**config.mk**
```make
export PLATFORM = sky130hd
export DESIGN_NAME = seg7_reader
export DESIGN_NICKNAME = d
export VERILOG_FILES = /design/src/rtl/seg7_reader.sv
export SDC_FILE = /design/constraint.sdc
export NUM_CORES = 1
export LEC_CHECK = 0
export CAP_MARGIN = 15
export CELL_PAD_IN_SITES_DETAIL_PLACEMENT = 0
export CELL_PAD_IN_SITES_GLOBAL_PLACEMENT = 1
export CORE_UTILIZATION = 47
export DETAILED_ROUTE_END_ITERATION = 16
export PLACE_DENSITY = 0.94
export SYNTH_ARGS = -nofsm -noshare
export SYNTH_HDL_FRONTEND = slang
export SYNTH_SLANG_ARGS = --single-unit
```
**constraint.sdc**
```tcl
create_clock -name clk_i -period 4.3 [get_ports clk_i]
set_input_delay 0.645 -clock clk_i [delete_from_list [all_inputs] [get_ports clk_i]]
set_output_delay 0.645 -clock clk_i [all_outputs]
set_load 0.01 [all_outputs]
```
**src/rtl/seg7_reader.sv**
```systemverilog
// rtl/seg7_reader.sv - seven-segment display bus reader with settle filter and digit handshake
//
// Purpose: samples an asynchronous active-low 7-segment bus, waits for it to
// hold steady, decodes the accepted pattern to a hex digit and offers it to a
// consumer through a valid/ready handshake.
//
// Ports:
//   clk_i      in   1  clock, all logic on the rising edge
//   rst_i      in   1  synchronous active-high reset
//   seg_i      in   7  active-low segment bus, bit0=a .. bit6=g (asynchronous)
//   ready_i    in   1  consumer takes bcd_o when high together with valid_o
//   bcd_o      out  4  last decoded hex digit
//   valid_o    out  1  new digit pending, held until taken
//   blank_o    out  1  accepted pattern is all segments off
//   err_o      out  1  one-cycle pulse when an undecodable pattern is accepted
//   overrun_o  out  1  sticky, a pending digit was overwritten
//   err_cnt_o  out  8  saturating count of err_o pulses (SEG7_READER_ERR_CNT_EN only)
//
// Build option: define SEG7_READER_ERR_CNT_EN to add err_cnt_o.

module seg7_reader #(
  parameter int STABLE_CYCLES = 4
) (
  input  logic       clk_i,
  input  logic       rst_i,
  input  logic [6:0] seg_i,
  input  logic       ready_i,
  output logic [3:0] bcd_o,
  output logic       valid_o,
  output logic       blank_o,
  output logic       err_o,
  output logic       overrun_o
`ifdef SEG7_READER_ERR_CNT_EN
  ,
  output logic [7:0] err_cnt_o
`endif
);

  localparam logic [7:0] LP_CNT_MAX = 8'(STABLE_CYCLES);
  localparam logic [7:0] LP_CNT_ACC = 8'(STABLE_CYCLES - 1);
  localparam logic [6:0] LP_BLANK   = 7'h7F;

  typedef enum logic {
    ST_SETTLE = 1'b0,
    ST_STABLE = 1'b1
  } state_t;

  state_t     r_state;
  state_t     w_state_next;

  logic [6:0] r_sync1;
  logic [6:0] r_sync2;
  logic [6:0] r_prev;
  logic [6:0] r_last;
  logic [7:0] r_cnt;
  logic [7:0] w_cnt_next;

  logic [3:0] r_bcd;
  logic       r_valid;
  logic       r_blank;
  logic       r_err;
  logic       r_ovr;

  logic       w_changed;
  logic       w_accept;
  logic       w_new;
  logic       w_is_blank;
  logic       w_blank_ev;
  logic       w_digit_ev;
  logic       w_err_ev;
  logic       w_hit;
  logic [3:0] w_digit;
  logic [6:0] w_segs;

  assign w_changed = (r_sync2 != r_prev);

  always_comb begin
    w_cnt_next = r_cnt;
    if (w_changed) begin
      w_cnt_next = 8'd0;
    end else if (r_cnt != LP_CNT_MAX) begin
      w_cnt_next = r_cnt + 8'd1;
    end
  end

  // For STABLE_CYCLES >= 2 the count can only reach the accept value while
  // the sample is unchanged. With STABLE_CYCLES == 1 the change cycle itself
  // is the accept cycle, so a change also qualifies out of STABLE.
  assign w_accept   = (w_cnt_next == LP_CNT_ACC) && ((r_state == ST_SETTLE) || w_changed);
  assign w_new      = w_accept && (r_sync2 != r_last);
  assign w_is_blank = (r_sync2 == LP_BLANK);
  assign w_blank_ev = w_new && w_is_blank;
  assign w_digit_ev = w_new && !w_is_blank && w_hit;
  assign w_err_ev   = w_new && !w_is_blank && !w_hit;

  // Decode table is written active-high (gfedcba).
  assign w_segs = ~r_sync2;

  always_comb begin
    w_hit   = 1'b1;
    w_digit = 4'h0;
    case (w_segs)
      7'b0111111: w_digit = 4'h0;
      7'b0000110: w_digit = 4'h1;
      7'b1011011: w_digit = 4'h2;
      7'b1001111: w_digit = 4'h3;
      7'b1100110: w_digit = 4'h4;
      7'b1101101: w_digit = 4'h5;
      7'b1111101: w_digit = 4'h6;
      7'b0000111: w_digit = 4'h7;
      7'b1111111: w_digit = 4'h8;
      7'b1101111: w_digit = 4'h9;
      7'b1110111: w_digit = 4'hA;
      7'b1111100: w_digit = 4'hB;
      7'b0111001: w_digit = 4'hC;
      7'b1011110: w_digit = 4'hD;
      7'b1111001: w_digit = 4'hE;
      7'b1110001: w_digit = 4'hF;
      default:    w_hit   = 1'b0;
    endcase
  end

  always_ff @(posedge clk_i) begin
    if (rst_i) begin
      r_state <= ST_SETTLE;
    end else begin
      r_state <= w_state_next;
    end
  end

  always_comb begin
    w_state_next = r_state;
    case (r_state)
      ST_SETTLE: if (w_accept) w_state_next = ST_STABLE;
      ST_STABLE: begin
        if (w_accept) begin
          w_state_next = ST_STABLE;
        end else if (w_changed) begin
          w_state_next = ST_SETTLE;
        end
      end
      default:   w_state_next = ST_SETTLE;
    endcase
  end

  always_ff @(posedge clk_i) begin
    if (rst_i) begin
      r_sync1 <= LP_BLANK;
      r_sync2 <= LP_BLANK;
      r_prev  <= LP_BLANK;
      r_last  <= LP_BLANK;
      r_cnt   <= 8'd0;
      r_bcd   <= 4'h0;
      r_valid <= 1'b0;
      r_blank <= 1'b1;
      r_err   <= 1'b0;
      r_ovr   <= 1'b0;
    end else begin
      r_sync1 <= seg_i;
      r_sync2 <= r_sync1;
      r_prev  <= r_sync2;
      r_cnt   <= w_cnt_next;
      r_err   <= w_err_ev;
      if (w_accept) begin
        r_last <= r_sync2;
      end
      // A new digit beats a simultaneous handshake; overrun only when the
      // pending digit was never taken.
      if (w_digit_ev) begin
        r_bcd   <= w_digit;
        r_valid <= 1'b1;
        if (r_valid && !ready_i) begin
          r_ovr <= 1'b1;
        end
      end else if (r_valid && ready_i) begin
        r_valid <= 1'b0;
      end
      if (w_blank_ev) begin
        r_blank <= 1'b1;
      end else if (w_digit_ev || w_err_ev) begin
        r_blank <= 1'b0;
      end
    end
  end

`ifdef SEG7_READER_ERR_CNT_EN
  logic [7:0] r_err_cnt;

  always_ff @(posedge clk_i) begin
    if (rst_i) begin
      r_err_cnt <= 8'd0;
    end else if (w_err_ev && (r_err_cnt != 8'hFF)) begin
      r_err_cnt <= r_err_cnt + 8'd1;
    end
  end

  assign err_cnt_o = r_err_cnt;
`endif

  assign bcd_o     = r_bcd;
  assign valid_o   = r_valid;
  assign blank_o   = r_blank;
  assign err_o     = r_err;
  assign overrun_o = r_ovr;

endmodule

```
==> reports/metrics.csv <==
stage,metric,value,unit
yosys,synth top area cells,"dfxtp_1 43%, or2_2 5.7%, xnor2_1 5.0%",
power_and_ir_drop,Leakage Power,0.816,nW
global_routing,first-pass GRT wire length,6550,um
clock_network,CTS Buffer Depth,2,
finish,most frequent cells in the layout,"45 x dfxtp_1, 21 x nor2_1, 20 x nand2_1",
sta,Min Hold Slack,412,ps
sta,Max transition margin,52.1,%
route,drt total wl,3860,um
status,status,"finished, final reports clean",
route,number of remaining DRC errors,0,
min_path,hold path start,r_sync1[1],
place,hpwl dp,2680,um
min_path,type of the most critical hold path,reg2reg,
floorplan,die footprint,4720,um2
critical_path,CP Capture Type,flop,
power_and_ir_drop,PD cells,326,nW/um2
place,dpl cells,283,
clock_network,"Hold-fix buffers, CTS",0,
finish,Syn-to-layout area delta,11.3,%
route,DRT Pass-1 Iters,4,
global_routing,vias in the first global route,1532,
critical_path,Setup Crit Path Kind,reg2reg,
yosys,cell count after synthesis,233,
route,per-cell routed wire length,13.3,um
route,Post-DRT Antenna Nets,0,
yosys,"Async S/R FF share, synth",0,%
finish,layout cells sized above 1,13.7,%
global_routing,initial antenna violation count,0,
place,worst slack at placement,1770,ps
floorplan,die height,68.7,um
critical_path,cell breakdown of the critical path,"or3b_1, a2111oi_0, nor3_1, nand4_2, and3_1, a311oi_1",
yosys,syn nets,245,
route,DR iter-0 viols,59,
place,port bufs,17,
sta,Setup TNS,0,ps
yosys,"area leader, netlist",dfxtp_1,
power_and_ir_drop,VDD IR max,186,uV
route,Avg Vias per Cell,5.42,
route,vias,1578,
finish,Final Non-Filler Cells,291,
floorplan,Core Rows,23,
yosys,Yosys cell types,50,
floorplan,die width,68.7,um
clock_network,CTS buffer count,5,
sta,Slew Limit Fails,0,
critical_path,CP max stage cell,dfxtp_1,
critical_path,FF-to-FF End,bcd_o[3],
global_routing,Overall Global Routing Usage,18.9,%
yosys,Post-synth top flop,dfxtp_1,
global_routing,total gr overflow,0,
yosys,synthesized area,2090,um2
clock_network,Root Buffer,clkbuf_8,
place,Placement Cell Area,2250,um2
finish,fin area,2330,um2
yosys,Synth top area share,43.0,%
finish,Fillers,392,
yosys,syn avg cell area,8.98,um2
sta,clk_skew,9.32,ps
floorplan,initial core utilization,50.5,%
clock_network,TritonCTS clock tree,built,
critical_path,Crit Reg-Reg Startpoint,r_sync2[1],
floorplan,core area,4140,um2
min_path,hold path cells,1,
critical_path,R2R Setup Slk,1870,ps
min_path,Min-Delay Endpoint,r_sync2[1],
floorplan,I/O pin total,18,
critical_path,worst path buffer plus inverter count,0,
sta,Max Fclk,411,MHz
clock_network,Skew-Pair Late Insertion Delay,290,ps
sta,final setup vio count,0,
clock_network,"CTS clk-pin slew, worst paths",80,ps
finish,Nets,252,
job,max_cap viols,0,
clock_network,"Setup Fix Bufs, Post-CTS",0,
clock_network,CTS H-tree depth,2,
critical_path,WP depth,6,
finish,"Core Util, Final",56.2,%
critical_path,CP Launch Type,flop,
sta,actual slew at the worst max-slew pin,717,ps
clock_network,CTS Sinks,45,
clock_network,CTS resizes,0,
yosys,"EDFF count, synth",0,
sta,Final WS setup,1870,ps
critical_path,Critical Path AT,2570,ps
finish,Ant. Diodes,0,
global_routing,largest net degree at the start of global routing,27,
critical_path,CP peak stage delay,720,ps
yosys,total number of yosys warnings,0,
sta,Final Hold Fails,0,
sta,crit share post-route,56.6,%
place,routability cong.,0.804,
power_and_ir_drop,total power,0.760,mW
critical_path,"Req. time, crit path",4440,ps
sta,RSZ-0062 raised after global routing,false,
yosys,Yosys reg bits,45,
finish,"commonest non-fill, non-tap cell in the layout",dfxtp_1,
critical_path,top fanout value on the critical path,17,
critical_path,"delay-heaviest family, CP",simple AND/OR/NAND/NOR gates,
yosys,register area share after synthesis,43.0,%
critical_path,r2r worst-path depth,6,
sta,fin crit period,2430,ps
-- logic make-up (layout without fill, tap and decap cells) --
family | Yosys count | in the layout | share of synthesized area, %
fa+ha+maj | 2 | 2 | 1.20
compound gates | 31 | 31 | 10.7
mux | 5 | 5 | 2.39
buf+inv | 23 | 31 | 4.90
simple gates | 104 | 104 | 28.2
xor+xnor | 23 | 23 | 9.62
flops | 45 | 45 | 43.0
-- registers in the layout, indices dropped and copies added (netlist names) --
register and count:
bcd_o 4, blank_o 1, err_o 1, overrun_o 1, r_cnt 8, r_last 7
r_prev 7, r_state 1, r_sync1 7, r_sync2 7, valid_o 1
-- how the worst max path moves through the flow --
stage | slack (ps) | to | from
3_3_place_gp | 1830 | r_cnt[1] | rst_i
4_1_cts | 1870 | bcd_o[3] | r_sync2[1]
3_5_place_dp | 1770 | r_state | rst_i
2_1_floorplan | 2430 | bcd_o[2] | r_cnt[0]
5_1_grt | 1640 | bcd_o[2] | r_sync2[1]
6_report | 1870 | bcd_o[3] | r_sync2[1]
-- power breakdown --
group	total [mW]	switching (mW)	internal (mW)	leakage, nW
registers	0.444	0.0168	0.427	0.367
clock network	0.247	0.132	0.115	0.0385
logic	0.0687	0.0349	0.0338	0.410
-- Yosys cell counts, types with 2 or more instances --
cell       instances
nor2_1            21
a31oi_1            4
a21oi_1            7
nor4b_1            2
and2_1             2
or3_1              3
o32ai_1            2
mux2i_1            5
inv_1              5
nand3_1            8
clkbuf_1           9
xor2_1            11
a2111oi_0          2
dfxtp_1           45
nand4_1            3
or3b_1             2
buf_2              7
a311oi_1           2
nor3_1             8
xnor2_1           12
or2_2             19
and3b_1            2
o211ai_1           4
nand2_1           20
ha_1               2
nor2b_1            2
-- area by class of cell --
cell class              instances  area [um2]  share of cell area [%]
inverters                       6        22.5                   0.967
clock buffers                   7        76.3                    3.28
repair buffers                 17         170                    7.30
multi-input cells             165        1090                    46.8
well taps                      50        62.6                    2.69
clock inverters                 1        7.51                   0.322
flip-flops and latches         45         901                    38.7
-- per-layer routing --
layer  vias up  routed length [um]  GRT usage [%]
met4         0                  57           8.42
met1       736                1920           22.3
li1        815                   -              -
met2        22                1780           32.5
met3         5                 102           4.44
met5         -                   0              0
Power figures use the tool's default switching activity.
